### src/rtl/rv32i_pkg.sv
// Shared constants and encodings for the pipelined RV32I core.
// Covers the ALU operation codes, the result-source select and the forwarding select.
package rv32i_pkg;

   localparam int XLEN   = 32;
   localparam int REG_AW = 5;

   typedef enum logic [3:0] {
      ALU_ADD  = 4'd0,
      ALU_SUB  = 4'd1,
      ALU_SLL  = 4'd2,
      ALU_SLT  = 4'd3,
      ALU_SLTU = 4'd4,
      ALU_XOR  = 4'd5,
      ALU_SRL  = 4'd6,
      ALU_SRA  = 4'd7,
      ALU_OR   = 4'd8,
      ALU_AND  = 4'd9,
      ALU_LUI  = 4'd10
   } alu_ctl_e;

   typedef enum logic [1:0] {
      RES_ALU  = 2'b00,
      RES_LOAD = 2'b01,
      RES_PC4  = 2'b10
   } result_src_e;

   typedef enum logic [1:0] {
      FWD_REG = 2'b00,
      FWD_WB  = 2'b01,
      FWD_MEM = 2'b10
   } fwd_sel_e;

endpackage

### src/rtl/ex_fwd_unit.sv
// EX-stage forwarding selector: picks the newest producer for each ALU source register.
// A MEM producer is younger than a WB producer, so it wins; x0 is never forwarded.
module ex_fwd_unit
   import rv32i_pkg::*;
(
   input  logic [REG_AW-1:0] i_ex_rs1,
   input  logic [REG_AW-1:0] i_ex_rs2,
   input  logic [REG_AW-1:0] i_mem_rd,
   input  logic              i_mem_reg_write,
   input  logic [REG_AW-1:0] i_wb_rd,
   input  logic              i_wb_reg_write,
   output fwd_sel_e          o_fwd_a,
   output fwd_sel_e          o_fwd_b
);

   function automatic fwd_sel_e pick(input logic [REG_AW-1:0] rs);
      if (i_mem_reg_write && (i_mem_rd != '0) && (i_mem_rd == rs))
         return FWD_MEM;
      else if (i_wb_reg_write && (i_wb_rd != '0) && (i_wb_rd == rs))
         return FWD_WB;
      else
         return FWD_REG;
   endfunction

   always_comb begin
      o_fwd_a = pick(i_ex_rs1);
      o_fwd_b = pick(i_ex_rs2);
   end

endmodule

### src/rtl/id_ex_stage.sv
// ID/EX pipeline register with EX-side forwarding, ALU operand selection and load-use detection.
// Produces the ALU SrcA/SrcB/ALUControl combinationally from the stored stage state.
module id_ex_stage
   import rv32i_pkg::*;
(
   input  logic              clk,
   input  logic              rst,
   input  logic              stall,
   input  logic              flush,
   input  logic              id_valid,
   input  logic [REG_AW-1:0] id_rs1,
   input  logic [REG_AW-1:0] id_rs2,
   input  logic [REG_AW-1:0] id_rd,
   input  logic [XLEN-1:0]   id_rd1,
   input  logic [XLEN-1:0]   id_rd2,
   input  logic [XLEN-1:0]   id_imm,
   input  logic [XLEN-1:0]   id_pc,
   input  logic [3:0]        id_alu_control,
   input  logic              id_alu_src_a,
   input  logic              id_alu_src_b,
   input  logic              id_reg_write,
   input  logic              id_mem_write,
   input  logic              id_branch,
   input  logic              id_jump,
   input  logic [1:0]        id_result_src,
   input  logic [REG_AW-1:0] mem_rd,
   input  logic [REG_AW-1:0] wb_rd,
   input  logic              mem_reg_write,
   input  logic              wb_reg_write,
   input  logic [XLEN-1:0]   mem_alu_result,
   input  logic [XLEN-1:0]   wb_result,
   output logic              load_use_hazard,
   output logic [XLEN-1:0]   ex_src_a,
   output logic [XLEN-1:0]   ex_src_b,
   output logic [3:0]        ex_alu_control,
   output logic [XLEN-1:0]   ex_write_data,
   output logic [REG_AW-1:0] ex_rd,
   output logic [XLEN-1:0]   ex_pc,
   output logic [XLEN-1:0]   ex_imm,
   output logic              ex_valid,
   output logic              ex_reg_write,
   output logic              ex_mem_write,
   output logic              ex_branch,
   output logic              ex_jump,
   output logic [1:0]        ex_result_src
);

   logic              r_valid, r_reg_write, r_mem_write, r_branch, r_jump;
   logic              r_alu_src_a, r_alu_src_b;
   logic [1:0]        r_result_src;
   logic [3:0]        r_alu_control;
   logic [REG_AW-1:0] r_rs1, r_rs2, r_rd;
   logic [XLEN-1:0]   r_rd1, r_rd2, r_imm, r_pc;

   fwd_sel_e          w_fwd_a, w_fwd_b;
   logic [XLEN-1:0]   w_fwd_rs1, w_fwd_rs2;
   logic              w_load_use;

   ex_fwd_unit u_fwd (
      .i_ex_rs1        (r_rs1),
      .i_ex_rs2        (r_rs2),
      .i_mem_rd        (mem_rd),
      .i_mem_reg_write (mem_reg_write),
      .i_wb_rd         (wb_rd),
      .i_wb_reg_write  (wb_reg_write),
      .o_fwd_a         (w_fwd_a),
      .o_fwd_b         (w_fwd_b)
   );

   always_comb begin
      unique case (w_fwd_a)
         FWD_MEM: w_fwd_rs1 = mem_alu_result;
         FWD_WB:  w_fwd_rs1 = wb_result;
         default: w_fwd_rs1 = r_rd1;
      endcase
      unique case (w_fwd_b)
         FWD_MEM: w_fwd_rs2 = mem_alu_result;
         FWD_WB:  w_fwd_rs2 = wb_result;
         default: w_fwd_rs2 = r_rd2;
      endcase
   end

   // A stalled pipeline does not advance, so no bubble may be inserted while stall is high.
   assign w_load_use = r_valid && (r_result_src == RES_LOAD) && (r_rd != '0) &&
                       ((r_rd == id_rs1) || (r_rd == id_rs2)) && id_valid && !stall;

   // During a stall the operand data keeps tracking forwarded values so a WB retirement is not lost.
   always_ff @(posedge clk) begin
      if (rst || flush || w_load_use) begin
         r_valid       <= 1'b0;
         r_reg_write   <= 1'b0;
         r_mem_write   <= 1'b0;
         r_branch      <= 1'b0;
         r_jump        <= 1'b0;
         r_alu_src_a   <= 1'b0;
         r_alu_src_b   <= 1'b0;
         r_result_src  <= '0;
         r_alu_control <= '0;
         r_rs1         <= '0;
         r_rs2         <= '0;
         r_rd          <= '0;
         r_rd1         <= '0;
         r_rd2         <= '0;
         r_imm         <= '0;
         r_pc          <= '0;
      end else if (stall) begin
         r_rd1 <= w_fwd_rs1;
         r_rd2 <= w_fwd_rs2;
      end else begin
         r_valid       <= id_valid;
         r_reg_write   <= id_reg_write;
         r_mem_write   <= id_mem_write;
         r_branch      <= id_branch;
         r_jump        <= id_jump;
         r_alu_src_a   <= id_alu_src_a;
         r_alu_src_b   <= id_alu_src_b;
         r_result_src  <= id_result_src;
         r_alu_control <= id_alu_control;
         r_rs1         <= id_rs1;
         r_rs2         <= id_rs2;
         r_rd          <= id_rd;
         r_rd1         <= id_rd1;
         r_rd2         <= id_rd2;
         r_imm         <= id_imm;
         r_pc          <= id_pc;
      end
   end

   assign load_use_hazard = w_load_use;
   assign ex_src_a        = r_alu_src_a ? r_pc  : w_fwd_rs1;
   assign ex_src_b        = r_alu_src_b ? r_imm : w_fwd_rs2;
   assign ex_write_data   = w_fwd_rs2;
   assign ex_alu_control  = r_alu_control;
   assign ex_rd           = r_rd;
   assign ex_pc           = r_pc;
   assign ex_imm          = r_imm;
   assign ex_valid        = r_valid;
   assign ex_reg_write    = r_reg_write;
   assign ex_mem_write    = r_mem_write;
   assign ex_branch       = r_branch;
   assign ex_jump         = r_jump;
   assign ex_result_src   = r_result_src;

endmodule

### config.mk
export PLATFORM = sky130hd
export DESIGN_NAME = id_ex_stage
export DESIGN_NICKNAME = d
export VERILOG_FILES = /design/src/rtl/rv32i_pkg.sv /design/src/rtl/ex_fwd_unit.sv /design/src/rtl/id_ex_stage.sv
export SDC_FILE = /design/constraint.sdc
export NUM_CORES = 1
export LEC_CHECK = 0
export BUFFER_PORTS_ARGS = -buffer_cell sky130_fd_sc_hd__buf_2
export CORE_AREA = 5 5 159 161
export CTS_CLUSTER_SIZE = 8
export DETAILED_ROUTE_END_ITERATION = 6
export DIE_AREA = 0 0 164 166
export PLACE_DENSITY = 0.68
export RECOVER_POWER = 100
export SLEW_MARGIN = 0
export SYNTH_ARGS = -nofsm -noshare
export SYNTH_HDL_FRONTEND = slang
export SYNTH_SLANG_ARGS = --single-unit
### constraint.sdc
create_clock -name clk -period 2.84 [get_ports clk]
set_input_delay 0.426 -clock clk [delete_from_list [all_inputs] [get_ports clk]]
set_output_delay 0.426 -clock clk [all_outputs]
set_load 0.005 [all_outputs]
==> summary.md <==
| Metric | Value |
|---|---|
| DRC viols | `3` |
| Headroom to the max-slew limit | `33.3%` |
| Port bufs | `412` |
| Dpl cells | `1,773` |
| Yosys cell types | `38` |
| Crit Path Max Fanout | `9` |
| CTS root buffer | `clkbuf_16` |
| Critical Path RT | `2.41 ns` |
| Place WS | `-0.0713 ns` |
| Detailed Routing Iterations Pass 1 | `7` |
| Post-Syn Nets | `~1.3k` |
| Chip Width | `164 um` |
| Worst reg-to-reg path cell count | `6` |
| Area Overhead vs Synth | `38.7%` |
| P_leak | `between 5 and 6 nW` |
| Post-DP HPWL | `28.7 mm` |
| Yosys top cell by area | `dfxtp_1` |
| Worst R2R End | `ex_pc[23]$_SDFFE_PP0N_` |
| Routability congestion estimate | `1.00` |
| Vias per std cell | `5.72` |
| Clk slew on worst S/H paths | `roughly 0.070 ns` |
| Final net count | `1,711` |
| Power Dens Cells | `464 nW/um^2` |
| Commonest cells post-synth | `dfxtp_1, nor2_1, mux2i_1` |
| Synth top area cells | `dfxtp_1, mux2i_1, o31ai_1, a31oi_1, nor2_1` |
| WL/cell | `21.5 um` |
| Max stage delay on crit path | `0.54 ns` |
| Cells after Synth | `1,092` |
| Layout Skew | `0.0152 ns` |
| Final Util | `53.6%` |
| Final setup fails | `0` |
| Die area | `around 27,000 um^2` |
| Share of layout cells above drive strength 1 | `between 30% and 40%` |
| Ys flop type | `dfxtp_1` |
| Multi-input gate area | `5770 um^2` |
| Grt ovf | `0` |
| Depth of the CTS H-tree | `4` |
| Status | `complete, but fails checks` |
| Die Y-Extent | `roughly 170 um` |
| # rows | `57` |
| Final Non-Filler Cells | `1,818` |
| Number of I/O pins | `413` |
| Hold WC Path Type | `primary input to flip-flop` |
| Reg2reg start | `ex_rd[1]$_SDFFE_PP0N_` |
| Placed cell area | `11,900 um^2` |
| First-pass GRT wire length | `around 57 mm` |
| Worst vdd ir | `0.346 mV` |
| CP startpoint | `wb_rd[0]` |
| Design Area, Final | `12,800 um^2` |
| WS Path Type | `primary input to primary output` |
| Crit-path cells | `buf_2, or4_4, o21a_4, buf_12, buf_4, and4_1, o31ai_1, o21ai_0, buf_2` |
| Worst Setup EP | `ex_src_a[17]` |
| Flip-flop and latch area | `3120 um^2` |
| Clk_lat worst skew | `0.42 ns` |
| Failing checks | `design-rule violations` |
| Core box area | `23,800 um^2` |
| Hold path start | `id_pc[31]` |
| Final period utilization | `99.6%` |
| Max Freq | `0.354 GHz` |
| Unrepaired setup endpoints after global routing | `yes` |
| Async set-reset flop share out of synthesis | `0%` |
| Number of fill cells in the layout | `~2.3k` |
| Critical path buffers and inverters | `4` |
| Reg2reg setup slack | `0.42 ns` |
| Cts hold-fix bufs | `0` |
| Initial drt markers | `a little under 900` |
| CTS tree | `yes` |
| Slack of the critical path | `0.0119 ns` |
| Startpoint Class | `primary input` |
| Clock tree buffer depth | `2` |
| Worst slew pin tran | `1.00 ns` |
| EDFF count, synth | `0` |
| Critical path capture point type | `primary output` |
| Num Clock Sinks | `around 160` |
| Synth Area per Inst | `8.44 um^2` |
| Sequential share of the synthesized area | `33.9%` |
| Slew Limit Fails | `0` |
| Critical path arrival | `2.40 ns` |
| All-Layer GR Usage | `26.6%` |
| Synthesized area | `9210 um^2` |
| Top cell by count, worst path | `buf_2` |
| Top-area cell type share of the netlist area | `33.9%` |
| Post-route antenna net violation count | `0` |
| Final Hold Slack | `roughly 0.23 ns` |
| Vias in the first global route | `approximately 10k` |
| Initial antenna violation count | `11` |
| Largest net degree at the start of global routing | `83` |
| Inserted Clock Buffers | `17` |
| Drt total wl | `39.1 mm` |
| Synth Register Bits | `156` |
| Yosys warns | `0` |
| Final Critical Period | `2.83 ns` |
| Max-cap violation count | `0` |
| Most numerous cell in the Yosys netlist | `dfxtp_1` |
| Starting Density | `between 30% and 40%` |
| Family with the most delay on the worst path | `simple AND/OR/NAND/NOR gates` |
| Final Hold Fails | `0` |
| Number of cells on the critical path | `9` |
| CP max-delay cell | `or4_4` |
| Via count | `10.4k` |
-- through the flow --
stage / total power, mW / TNS, ns
6_report: 5.93 / 0
5_1_grt: 6.14 / -0.392
4_1_cts: 5.92 / 0
3_5_place_dp: 3.42 / -0.408
3_3_place_gp: 3.41 / -0.244
2_1_floorplan: 2.89 / 0
-- worst min-delay path by stage --
| stage | endpoint | slack [ns] | cells past startpoint |
|---|---|---|---|
| detailed placement | ex_branch$_SDFFE_PP0N_ | 0.48 | 2 |
| CTS | ex_pc[31]$_SDFFE_PP0N_ | 0.21 | 3 |
| global placement | ex_alu_control[2]$_SDFFE_PP0N_ | 0.47 | 2 |
| global route | ex_imm[21]$_SDFFE_PP0N_ | 0.22 | 3 |
| floorplan | ex_alu_control[0]$_SDFFE_PP0N_ | 0.49 | 2 |
| finish | ex_pc[31]$_SDFFE_PP0N_ | 0.23 | 3 |
-- kinds of logic after synthesis --
| kind of cell | after synthesis | share of synthesized area, % |
|---|---|---|
| AO/OA/AOI/OAI | 294 | 23.1 |
| XOR/XNOR | 30 | 2.85 |
| buffers and inverters | 150 | 6.79 |
| flip-flops | 156 | 33.9 |
| multiplexers | 124 | 13.9 |
| AND/OR/NAND/NOR | 338 | 19.4 |
-- worst register-to-register path, delay by kind of cell (launching register included) --
kind,cells,cell delay (ns)
AOI/OAI and AO/OA,2,0.46
and+or+nand+nor,2,0.42
DFF,1,0.38
buffers and inverters,1,0.82
xor gates and xnor gates,1,0.19
-- timing repair --
| action | 4_1_cts | 5_1_grt |
|---|---|---|
| pin swaps | 0 | 22 |
| setup buffers | 0 | 7 |
| gates resized for setup | 3 | 57 |
| gates cloned | 0 | 1 |
| setup endpoints to repair | 29 | 49 |
-- report_power, final --
group          total, mW  internal (mW)  leakage [nW]  switching, mW
clock               2.50           1.48         0.287           1.02
sequential          2.31           2.26          1.27         0.0478
combinational       1.12          0.499          3.98          0.619
-- cell usage in the layout, fill, tap and decap left out, types with 2 or more instances in the layout --
cell	Yosys	final
o31ai_2	0	30
nand3b_1	32	32
a31oi_2	0	11
buf_6	3	6
mux2i_1	92	92
nor3_1	36	33
a31oi_1	64	53
dfxtp_1	156	155
buf_12	0	11
nor3_2	0	2
nor2_1	98	97
inv_6	0	3
nand4_1	34	34
a21oi_1	32	32
inv_1	32	32
o21ai_0	32	31
buf_4	4	50
o311ai_0	4	4
clkbuf_1	76	38
o311ai_1	28	28
buf_2	20	374
nor2b_1	32	32
clkinvlp_4	0	4
or4_4	0	2
o21ba_2	32	32
bufinv_16	0	4
o31ai_1	65	33
clkbuf_16	0	18
clkbuf_4	0	2
xor2_1	15	15
mux2_1	2	2
o31ai_4	0	2
xnor2_1	15	15
a311oi_1	32	32
mux2_2	30	29
nand2_1	65	65
diode_2	0	8
and4_1	33	32
-- flip-flops by register name, summed over array words and instances, names as in the netlist, 2 cells and up --
| register | flops |
|---|---|
| r_rd1 | 32 |
| ex_alu_control | 4 |
| ex_result_src | 2 |
| ex_rd | 5 |
| r_rs1 | 5 |
| r_rd2 | 32 |
| ex_pc | 32 |
| r_rs2 | 5 |
| ex_imm | 32 |
-- routing by layer --
layer	GRT usage [%]	wire length, um	vias up
li1	-	-	4855
met1	36.9	16800	4906
met2	41.5	17600	562
met3	5.71	3710	69
met4	8.28	916	4
met5	0	19	-
-- area by class of cell --
type,count,area share [%]
Clock inverter,12,1.47
Multi-Input combinational cell,786,45.2
Inverter,33,0.970
Clock buffer,18,3.36
Tap cell,324,3.17
Antenna cell,8,0.157
Timing Repair Buffer,481,21.2
Sequential cell,156,24.5
Power figures use the tool's default switching activity.
